### src/rtl/input_window_buffer.sv
`default_nettype none
// ============================================================================
// Module      : input_window_buffer
// Description : Circular entry buffer returning a sliding window of
//               NUM_RDATA consecutive entries per accepted read request.
//               Each read pops a programmable stride of 0 (peek) up to
//               NUM_RDATA entries. Overflow and underflow are reported
//               through sticky flags.
// Revision    : 1.0 - initial release
// ============================================================================
module input_window_buffer #(
  parameter int BIT_WIDTH     = 8,
  parameter int NUM_CHANNEL   = 3,
  parameter int NUM_RDATA     = 3,
  parameter int FF_DEPTH      = 16,
  parameter int FF_ADDR_WIDTH = 4,
  parameter int DAT_WIDTH     = BIT_WIDTH * NUM_CHANNEL
) (
  input  logic                           clk,
  input  logic                           rst,
  input  logic [DAT_WIDTH-1:0]           i_data,
  input  logic                           i_data_vld,
  input  logic                           i_data_req,
  input  logic [FF_ADDR_WIDTH:0]         i_stride,
  input  logic                           i_err_clr,
  output logic [DAT_WIDTH*NUM_RDATA-1:0] o_data,
  output logic                           o_data_vld,
  output logic [FF_ADDR_WIDTH:0]         data_counter,
  output logic                           o_empty,
  output logic                           o_full,
  output logic                           o_rd_avail,
  output logic                           o_err_ovf,
  output logic                           o_err_udf
);

  // Depth and window size expressed at count width for direct comparison.
  localparam logic [FF_ADDR_WIDTH:0] DEPTH_C = (FF_ADDR_WIDTH+1)'(FF_DEPTH);
  localparam logic [FF_ADDR_WIDTH:0] NRD_C   = (FF_ADDR_WIDTH+1)'(NUM_RDATA);

  // Storage is deliberately not reset: the count gates every read, so an
  // unwritten location can never reach o_data.
  logic [DAT_WIDTH-1:0]           mem [FF_DEPTH];

  logic [FF_ADDR_WIDTH-1:0]       wr_ptr;
  logic [FF_ADDR_WIDTH-1:0]       rd_ptr;
  logic [FF_ADDR_WIDTH:0]         count;

  logic                           wr_acc;
  logic                           rd_acc;
  logic [FF_ADDR_WIDTH:0]         pop;
  logic [FF_ADDR_WIDTH:0]         count_next;
  logic [DAT_WIDTH*NUM_RDATA-1:0] window;

  // Acceptance uses the pre-edge count only, so a full buffer rejects a
  // write even when the same cycle pops entries (no bypass), and an entry
  // written this edge is invisible to a request sampled on the same edge.
  assign wr_acc = i_data_vld && (count < DEPTH_C);
  assign rd_acc = i_data_req && (count >= NRD_C);

  // Pop amount: stride clamped to the window size, zero when no read.
  always_comb begin
    pop = '0;
    if (rd_acc) begin
      pop = (i_stride > NRD_C) ? NRD_C : i_stride;
    end
  end

  assign count_next = count + {{FF_ADDR_WIDTH{1'b0}}, wr_acc} - pop;

  // Window taps: slot k reads entry rd_ptr+k, wrapping naturally through
  // the pointer width so windows straddling the last entry are seamless.
  generate
    for (genvar k = 0; k < NUM_RDATA; k++) begin : g_window
      localparam logic [FF_ADDR_WIDTH-1:0] OFFSET = FF_ADDR_WIDTH'(k);
      logic [FF_ADDR_WIDTH-1:0] addr;
      assign addr = rd_ptr + OFFSET;
      assign window[k*DAT_WIDTH +: DAT_WIDTH] = mem[addr];
    end
  endgenerate

  // Storage write port.
  always_ff @(posedge clk) begin
    if (!rst && wr_acc) begin
      mem[wr_ptr] <= i_data;
    end
  end

  // Pointers and occupancy count.
  always_ff @(posedge clk) begin
    if (rst) begin
      wr_ptr <= '0;
      rd_ptr <= '0;
      count  <= '0;
    end else begin
      if (wr_acc) begin
        wr_ptr <= wr_ptr + 1'b1;
      end
      rd_ptr <= rd_ptr + pop[FF_ADDR_WIDTH-1:0];
      count  <= count_next;
    end
  end

  // Window output register: loads on accepted read, otherwise holds.
  always_ff @(posedge clk) begin
    if (rst) begin
      o_data     <= '0;
      o_data_vld <= 1'b0;
    end else begin
      o_data_vld <= rd_acc;
      if (rd_acc) begin
        o_data <= window;
      end
    end
  end

  // Sticky error flags: a set event in the same cycle beats the clear.
  always_ff @(posedge clk) begin
    if (rst) begin
      o_err_ovf <= 1'b0;
      o_err_udf <= 1'b0;
    end else begin
      if (i_data_vld && !wr_acc) begin
        o_err_ovf <= 1'b1;
      end else if (i_err_clr) begin
        o_err_ovf <= 1'b0;
      end
      if (i_data_req && !rd_acc) begin
        o_err_udf <= 1'b1;
      end else if (i_err_clr) begin
        o_err_udf <= 1'b0;
      end
    end
  end

  // Status is decoded from the registered count only.
  assign data_counter = count;
  assign o_empty      = (count == '0);
  assign o_full       = (count == DEPTH_C);
  assign o_rd_avail   = (count >= NRD_C);

endmodule
`default_nettype wire
### config.mk
export PLATFORM = sky130hd
export DESIGN_NAME = input_window_buffer
export DESIGN_NICKNAME = d
export VERILOG_FILES = /design/src/rtl/input_window_buffer.sv
export SDC_FILE = /design/constraint.sdc
export NUM_CORES = 1
export LEC_CHECK = 0
export BUFFER_PORTS_ARGS = -buffer_cell sky130_fd_sc_hd__buf_4
export CORE_ASPECT_RATIO = 1.5
export CORE_MARGIN = 2
export CORE_UTILIZATION = 50
export CTS_BUF_LIST = sky130_fd_sc_hd__clkbuf_16
export DETAILED_ROUTE_END_ITERATION = 8
export PLACE_DENSITY = 0.77
export REMOVE_ABC_BUFFERS = 1
export SYNTH_ARGS = -nofsm -noshare
export SYNTH_HDL_FRONTEND = slang
export SYNTH_SLANG_ARGS = --single-unit
### constraint.sdc
create_clock -name clk -period 8.2 [get_ports clk]
set_input_delay 1.64 -clock clk [delete_from_list [all_inputs] [get_ports clk]]
set_output_delay 1.64 -clock clk [all_outputs]
set_load 0.02 [all_outputs]
==> impl_metrics.ini, run 1 <==
[final_layout]
seq_area_mm2 = 0.01330
multi_input_area_mm2 = 0.009957
drive_gt1_share_pct = 34.42
area_growth_syn_to_layout_pct = 11.72
n_fill_cell = 3447
fin_nets = 1557
finish.utilization_pct = 56.69
instances_no_fill = 2135

[global_routing]
grt_pass1_vias = 16040
grt_max_degree = 195
antenna_found_initial = 2
globalRouteOverflowTotal = 0
grt_util_all_layers_pct = 26.83
grt_pass1_wl_um = 97870

[floorplanning]
die_w_um = 182.0
ios = 117
die_area_mm2 = 0.04934
initial_core_util_pct = 50.74
core_area_mm2 = 0.04685
rows = 97
dieHeight_um = 271.1

[critical_path]
path_class = flip-flop to flip-flop
rr_endpoint = o_data[29]
worstSetupEndpointType = flip-flop
reg2reg_depth = 6
arrival_ps = 4300
cp.required_ps = 8640
r2r_start = rd_ptr[0]
start_kind = flip-flop
ff2ff_setup_slack_ps = 4340
crit_path_max_fanout = 62

[clocking]
htreeDepth = 2
cts-root-buf = clkbuf_16
cts.sink_count = 472
cts_setup_buffers = 0
clk_pin_slew_ps = 70
cts_tree = done
clockBufferDepth = 3
numCtsBuffers = 43
clk_latency_ps = 570
hold_buffers = 0
ctsResizeCount = 0

[power]
pwr-share-comb_pct = 44.5
total_power_w = 0.009007
p_leak_nw = 8.750
ir_drop_mv = 0.2978
p_seq_share_pct = 33.2
power_switching_w = 0.003219
p_per_area_mw_per_mm2 = 339.1
clkPwrFrac_pct = 22.3
p_int_w = 0.005788
swShare_pct = 35.74

[logic_synthesis]
synth.top_cell.area_share_pct = 48.51
synthFlopType = edfxtp_1
synth_area_per_cell_um2 = 16.47
yosysSeqAreaShare_pct = 55.92
synth_cells = 1443
synth_warnings = 0
synth_common_cells = edfxtp_1 (384), mux4_2 (288), nand2_1 (130)
synth_edf_count = 384
syn_area_mm2 = 0.02377
synth-seq-cells = 472
synth.area.top_cells = edfxtp_1 (49%), mux4_2 (27%), dfxtp_1 (7.4%)
ys_types = 41
async_flop_share_pct = 0
synth_most_common_cell = edfxtp_1
yosysTopAreaCell = edfxtp_1

[route]
drt_pass1_iterations = 6
detail_route.wirelength_um = 66080
wl_per_cell_um = 30.95
via_per_inst = 7.268
drt.antenna.violating_nets = 0
drc = 0
drt_iter0_drc = 2120
via_count = 15520

[sta]
final_hold_viol_count = 0
finalCritPeriodShare_pct = 47.12
rsz0062_at_grt = no
finalClockSkew_ps = 16.60
worstMarginPinSlew_ps = 1221
slew_headroom_pct = 18.40
final-setup-viol-count = 0
setup_tns_ps = 0
slew_viol_final = 0
max_freq_mhz = 258.8
hold_ws_ps = 466.6
period_minus_slack_ps = 3864

[placed_design]
place_congestion = 0.8019
port-buffer-count = 116
placed_cells_incl_taps = 2055
place_hpwl_um = 36610

[worst_hold_path]
min_to = o_data[54]
min_path_cells = 1
hold_path.class = flip-flop to flip-flop
min_from = o_data[54]

[job]
drv_cap = 0

[outcome]
status = complete, no violations
-- stage by stage --
stage,area [um^2],setup WS [ps]
after floorplan,23090,-9625
after global placement,25170,4363
after detailed placement,25170,4362
after CTS,26560,4386
after global routing,26560,4095
final,26560,4336
-- how the worst max path moves through the flow --
stage / from / end / cells past startpoint
global placement: i_stride[2] / data_counter[4] / 10
floorplan: rd_ptr[0] / o_data[24] / 4
CTS: rd_ptr[0] / o_data[8] / 6
global route: rd_ptr[0] / o_data[66] / 6
detailed placement: i_stride[2] / data_counter[4] / 10
finish: rd_ptr[0] / o_data[29] / 6
-- placed cells by master (no fill, tap or decap), drive strengths merged --
master / count
clkbuf: 45
a21bo: 1
a22oi: 50
fa: 2
nand4: 1
ha: 15
bufinv: 4
dfxtp: 88
o21ai: 49
xnor2: 7
nand4b: 1
nand3: 74
mux4: 288
xor2: 6
clkinvlp: 3
inv: 19
a21o: 3
diode: 1
nor4: 2
nor3: 7
a32o: 24
nand2b: 3
a2111oi: 1
edfxtp: 384
or4: 3
a21boi: 1
buf: 150
nor3b: 1
nand3b: 25
a211o: 24
and3b: 1
conb: 3
a22o: 24
nor2b: 5
a21oi: 52
nor2: 27
nand2: 130
clkinv: 16
and2: 1
-- kinds of logic after synthesis --
kind of cell	share of synthesized area, %
muxes	27.29
AOI/OAI and AO/OA	6.816
and+or+nand+nor	5.516
xor gates and xnor gates	0.4790
buffers and inverters	2.995
other	0.03159
DFF	55.92
adders and majority gates	0.9580
-- layout make-up --
class                           instances  area share, %
Clock buffer                           45          4.240
Antenna cell                            1       0.009422
Inverter                                8         0.1131
Sequential cell                       472          50.08
Timing Repair Buffer                  150          4.287
Clock inverter                         34         0.9799
Tap cell                              594          2.798
Multi-Input combinational cell        831          37.49
-- per-layer routing --
layer / global-route usage [%] / vias to the layer above / wire (um)
met5: 0 / - / 17
met4: 14.88 / 2 / 4026
met3: 5.021 / 285 / 8363
met2: 45.06 / 1345 / 32860
met1: 32.84 / 7752 / 20810
li1: - / 6133 / -
-- sequential cells by signal, indices dropped and copies added, names as in the netlist --
name and flops:
o_err_udf 1, o_data_vld 1, o_data 72, rd_ptr 4, wr_ptr 4, o_err_ovf 1
mem 384, data_counter 5
-- critical path, cell delays in order, from the launching register on --
cell,delay (ps)
dfxtp_4,530
buf_4,900
nand3b_1,1030
buf_4,640
nand3_1,180
a21oi_1,70
a211o_1,300
-- power by group through the flow --
stage               Sequential, W  Clock (W)  Combinational (W)
global placement          0.00303          0            0.00389
finish                    0.00299    0.00201            0.00401
floorplan                 0.00350          0            0.00307
detailed placement        0.00303          0            0.00397
global route              0.00300    0.00210            0.00424
CTS                       0.00298    0.00201            0.00399
(Power assumes the default switching activity.)
==> inputs of run 2 (changes only) <==
--- a/config.mk
+++ b/config.mk
@@ -11,7 +11,7 @@
 export CORE_UTILIZATION = 50
 export CTS_BUF_LIST = sky130_fd_sc_hd__clkbuf_16
 export DETAILED_ROUTE_END_ITERATION = 8
-export PLACE_DENSITY = 0.77
+export PLACE_DENSITY = 0.8
 export REMOVE_ABC_BUFFERS = 1
 export SYNTH_ARGS = -nofsm -noshare
 export SYNTH_HDL_FRONTEND = slang
==> constraint.sdc (replaced) <==
create_clock -name clk -period 3.37 [get_ports clk]
set_input_delay 0.674 -clock clk [delete_from_list [all_inputs] [get_ports clk]]
set_output_delay 0.674 -clock clk [all_outputs]
set_load 0.02 [all_outputs]
==> run 2 against run 1 <==
Effect of this change: combinational power grew 150%; cell count rose by 1.7%; final area grew 1.5%; fmax is 46% higher; sequential cell count stayed put; via count up 2.0%; wire length increased by 1.5%; clock skew down 2.6 ps; critical path depth grew 3; sequential share of layout area decreased by 0.73 points; clock-buffer cell count is 2 higher; largest power group unchanged.
==> impl_metrics.ini, run 2 (synthesized netlist as in run 1, its figures left out) <==
[outcome]
status = complete, no violations

[sta]
period_minus_slack_ps = 2649
rsz0062_at_grt = no
final-setup-viol-count = 0
max_freq_mhz = 377.5
finalCritPeriodShare_pct = 78.61
slew_headroom_pct = 28.34
final_hold_viol_count = 0
hold_ws_ps = 400.9
worstMarginPinSlew_ps = 1075
fin_ws_ps = 720.8
finalClockSkew_ps = 14.00
slew_viol_final = 0

[floorplanning]
die_w_um = 182.0
core_area_mm2 = 0.04685
die_area_mm2 = 0.04934
initial_core_util_pct = 50.74
ios = 117
dieHeight_um = 271.1
rows = 97

[route]
drt.antenna.violating_nets = 0
drc = 0
drt_pass1_iterations = 8
detail_route.wirelength_um = 67090
via_per_inst = 7.290
drt_iter0_drc = 2209
via_count = 15830
wl_per_cell_um = 30.90

[clocking]
cts_setup_buffers = 0
cts_tree = done
hold_buffers = 0
clk_latency_ps = 570
ctsResizeCount = 0
cts-root-buf = clkbuf_16
cts.sink_count = 472
numCtsBuffers = 45
clockBufferDepth = 3
htreeDepth = 2
clk_pin_slew_ps = 70

[placed_design]
port-buffer-count = 116
place_congestion = 0.8075
postPlaceCellArea_mm2 = 0.02550
place_hpwl_um = 38420
dp_slack_ps = 489.4

[critical_path]
cp_cell_sequence = a2111oi_4 -> nor3_1 -> xnor2_1 -> ha_1 -> fa_1 -> a21o_1 -> a21oi_1 -> xnor2_1 -> nor2_1
crit_path_max_fanout = 8
cp_slowest_stage_delay_ps = 530
cp.required_ps = 3820
crit_slowest_cell = a2111oi_4
critical-path-top-delay-family = compound AO/OA/AOI/OAI gates
start_kind = flip-flop
arrival_ps = 3100
critical_path_buf_inv_count = 0
path_class = flip-flop to flip-flop
cp_common_cell = xnor2_1
worstSetupEndpointType = flip-flop

[global_routing]
globalRouteOverflowTotal = 0
busiest_layer = met2
grt_pass1_wl_um = 100000
grt_max_degree = 121
grt_pass1_vias = 16380
grt_util_all_layers_pct = 27.17
grtUsageMet2_pct = 45.53
use_met3_pct = 5.950
antenna_found_initial = 3
met1_usage_pct = 32.82

[worst_hold_path]
hold_path.class = input port to flip-flop

[final_layout]
largest_reg_flops = 384
layout_common_cells = edfxtp_1 (384), mux4_2 (288), buf_4 (165), nand2_1 (130), dfxtp_1 (86)
finish.instance_area_mm2 = 0.02695
fin_nets = 1589
drive_gt1_share_pct = 35.62
final_common_cell = edfxtp_1
area_growth_syn_to_layout_pct = 13.38
regMostFlops = mem

[power]
p_per_area_mw_per_mm2 = 831.1
ir_drop_mv = 0.8222
p_leak_nw = 9.009

[job]
drv_cap = 0
run 2: changes by cell type in the layout (fill, tap and decap cells not counted), sizes merged:
cell and delta:
buf +30, inv +5, clkbuf +2, clkinvlp -2, diode +1
run 2: power breakdown:
part	internal [W]	leakage, nW	switching (W)
logic	0.00475	4.07	0.00530
clock network	0.00284	0.760	0.00221
registers	0.00680	4.18	0.000509
run 2: cell type report:
| class | count | area [um^2] |
|---|---|---|
| Inverter | 8 | 30.03 |
| Antenna cell | 2 | 5.005 |
| Sequential cell | 472 | 13300 |
| Clock inverter | 37 | 275.3 |
| Multi-Input combinational cell | 831 | 9883 |
| Tap cell | 594 | 743.2 |
| Timing Repair Buffer | 180 | 1539 |
| Fill cell | 3361 | 19900 |
| Clock buffer | 47 | 1176 |
run 2: final timing paths:
kind	startpoint	endpoint	slack, ps	cells after the start
worst min register to register	o_data[27]	o_data[27]	470	1
worst max register to register	data_counter[4]	data_counter[4]	720	9
worst min-delay path	i_data[1]	mem[5][1]	400	1
worst max-delay path	data_counter[4]	data_counter[4]	720	9
run 2: metrics by stage:
stage	instances	util (%)	total power, W	setup TNS (ps)
finish	2171	57.53	0.02240	0
global route	2171	57.53	0.02320	0
CTS	2169	57.52	0.02231	0
detailed placement	2085	54.42	0.01728	0
global placement	2085	54.42	0.01701	0
floorplan	1311	-	0.01307	-853330
run 2: metal layers:
layer	routed length, um	part of all wire, %
met5	12	0.018
met4	3946	5.9
met3	8282	12
met2	33580	50
met1	21260	32
==> inputs of run 3 (changes only) <==
==> constraint.sdc (replaced) <==
create_clock -name clk -period 2.2 [get_ports clk]
set_input_delay 0.44 -clock clk [delete_from_list [all_inputs] [get_ports clk]]
set_output_delay 0.44 -clock clk [all_outputs]
set_load 0.02 [all_outputs]
==> run 3 against run 2 <==
Effect of this change: the run now ends with setup timing left; core utilization is 1.9 points higher; wire length rose by 0.33%; highest routed layer unchanged; final area is 3.3% higher; clock-buffer cell count down 1; sequential share of layout area shrank 1.6 points.
==> impl_metrics.ini, run 3 (synthesized netlist as in run 1, its figures left out) <==
[power]
p_leak_nw = 9.319
clkPwrFrac_pct = 20.4
ir_drop_mv = 1.311
swShare_pct = 35.78
pwr-share-comb_pct = 48.0
p_seq_share_pct = 31.5
p_int_w = 0.02261
p_per_area_mw_per_mm2 = 1265
power_switching_w = 0.01260

[worst_hold_path]
min_to = mem[15][2]
min_from = i_data[2]
min_path_cells = 1
hold_path.class = input port to flip-flop

[global_routing]
grt_pass1_wl_um = 98460
antenna_found_initial = 3
grt_util_all_layers_pct = 26.74
globalRouteOverflowTotal = 0
grt_max_degree = 72
grt_pass1_vias = 16430

[floorplanning]
dieHeight_um = 271.1
rows = 97
die_w_um = 182.0
die_area_mm2 = 0.04934
initial_core_util_pct = 50.74
core_area_mm2 = 0.04685
ios = 117

[final_layout]
layout_common_cells = edfxtp_1 (384), mux4_2 (288), buf_4 (162), nand2_1 (128), dfxtp_1 (82)
regMostFlops = mem
area_growth_syn_to_layout_pct = 17.12
final_common_cell = edfxtp_1
fin_nets = 1630
largest_reg_flops = 384
n_fill_cell = 3232
drive_gt1_share_pct = 39.02

[sta]
max_freq_mhz = 444.4
finalClockSkew_ps = 13.57
hold_ws_ps = 164.1
final_hold_viol_count = 0
worstMarginPinSlew_ps = 1042
rsz0062_at_grt = yes
fin_ws_ps = -50.46
final-setup-viol-count = 5
slew_headroom_pct = 30.41
period_minus_slack_ps = 2250
finalCritPeriodShare_pct = 102.3
slew_viol_final = 0

[route]
via_count = 15920
via_per_inst = 7.212
drt_pass1_iterations = 6
drt_iter0_drc = 2246
drt.antenna.violating_nets = 0
detail_route.wirelength_um = 67310
wl_per_cell_um = 30.50
drc = 0

[outcome]
status = complete, but fails checks
violations = setup timing

[placed_design]
port-buffer-count = 116
dp_slack_ps = -355.0
place_congestion = 0.8385
place_hpwl_um = 39170

[clocking]
numCtsBuffers = 43
cts-root-buf = clkbuf_16
clk_latency_ps = 560
clk_pin_slew_ps = 70
cts.sink_count = 472
hold_buffers = 0
cts_tree = done
clockBufferDepth = 3
htreeDepth = 2

[critical_path]
arrival_ps = 2690
reg2reg_depth = 10
path_class = flip-flop to flip-flop
rr_endpoint = data_counter[4]
worstSetupEndpointType = flip-flop
crit_path_max_fanout = 3
start_kind = flip-flop
ff2ff_setup_slack_ps = -50
cp.required_ps = 2640
r2r_start = data_counter[1]

[job]
drv_cap = 0
run 3: cell types whose count changed in the layout (fill, tap and decap cells not counted), moves of 4 or more:
| cell | delta |
|---|---|
| dfxtp_1 | -4 |
| clkinv_2 | +4 |
| buf_12 | +30 |
| buf_6 | +10 |
| inv_1 | -5 |
| ha_1 | -4 |
| dfxtp_2 | +4 |
run 3: stage by stage:
stage	area, um^2	TNS (ps)	power (W)	cells	util (%)
after floorplan	23090	-1101210	0.01752	1311	-
after global placement	26160	-827.5	0.02690	2119	55.85
after detailed placement	26160	-893.4	0.02731	2119	55.85
after CTS	27620	-198.4	0.03468	2200	58.95
after global routing	27840	-22940	0.03644	2207	59.43
final	27840	-185.6	0.03521	2207	59.43
run 3: critical path, stage by stage (launching register included):
cell	delay (ps)
dfxtp_2	330
a2111oi_4	430
buf_4	200
inv_4	40
nand3_4	80
ha_4	210
fa_2	340
a21o_1	170
a21oi_2	130
xnor2_1	140
nor2_1	60
run 3: how the worst max path moves through the flow:
stage                                from               to  slack [ps]  cells past startpoint
after global routing      data_counter[4]       mem[1][20]        -140                      7
after detailed placement      i_stride[2]  data_counter[4]        -350                      9
after CTS                 data_counter[0]          o_empty         -60                      4
after floorplan                 rd_ptr[0]       o_data[24]      -15620                      4
after global placement        i_stride[2]  data_counter[4]        -330                      9
final                     data_counter[1]  data_counter[4]         -50                     10
run 3: cell type report:
type | count | area (um^2) | share of cell area (%)
Clock inverter | 32 | 185.2 | 0.6651
Timing Repair Buffer | 223 | 2387 | 8.575
Clock buffer | 46 | 1151 | 4.135
Tap cell | 594 | 743.2 | 2.670
Antenna cell | 1 | 2.502 | 0.008988
Sequential cell | 472 | 13310 | 47.79
Multi-Input combinational cell | 831 | 10030 | 36.03
Inverter | 8 | 35.03 | 0.1258
run 3: routing by layer:
layer  vias to the layer above  track usage, %  wire length, um
li1                       6277               -                -
met1                      8016           31.67            20960
met2                      1343           45.18            33960
met3                       276           5.734             8224
met4                         4           15.45             4139
met5                         -               0               30
run 3: what timing repair did:
| item | in CTS | in global routing |
|---|---|---|
| hold endpoints to repair | 0 | 0 |
| setup buffers | 3 | 4 |
| pin swaps | 6 | 10 |
| resized for setup | 24 | 25 |
| gates cloned | 0 | 2 |
| setup endpoints to repair | 8 | 258 |
run 3: power groups by stage:
stage | logic (W) | clock network (W) | registers (W)
after floorplan | 0.00564 | 0 | 0.0119
after global placement | 0.0157 | 0 | 0.0112
after detailed placement | 0.0161 | 0 | 0.0112
after CTS | 0.0164 | 0.00723 | 0.0111
after global routing | 0.0177 | 0.00756 | 0.0111
final | 0.0169 | 0.00720 | 0.0111
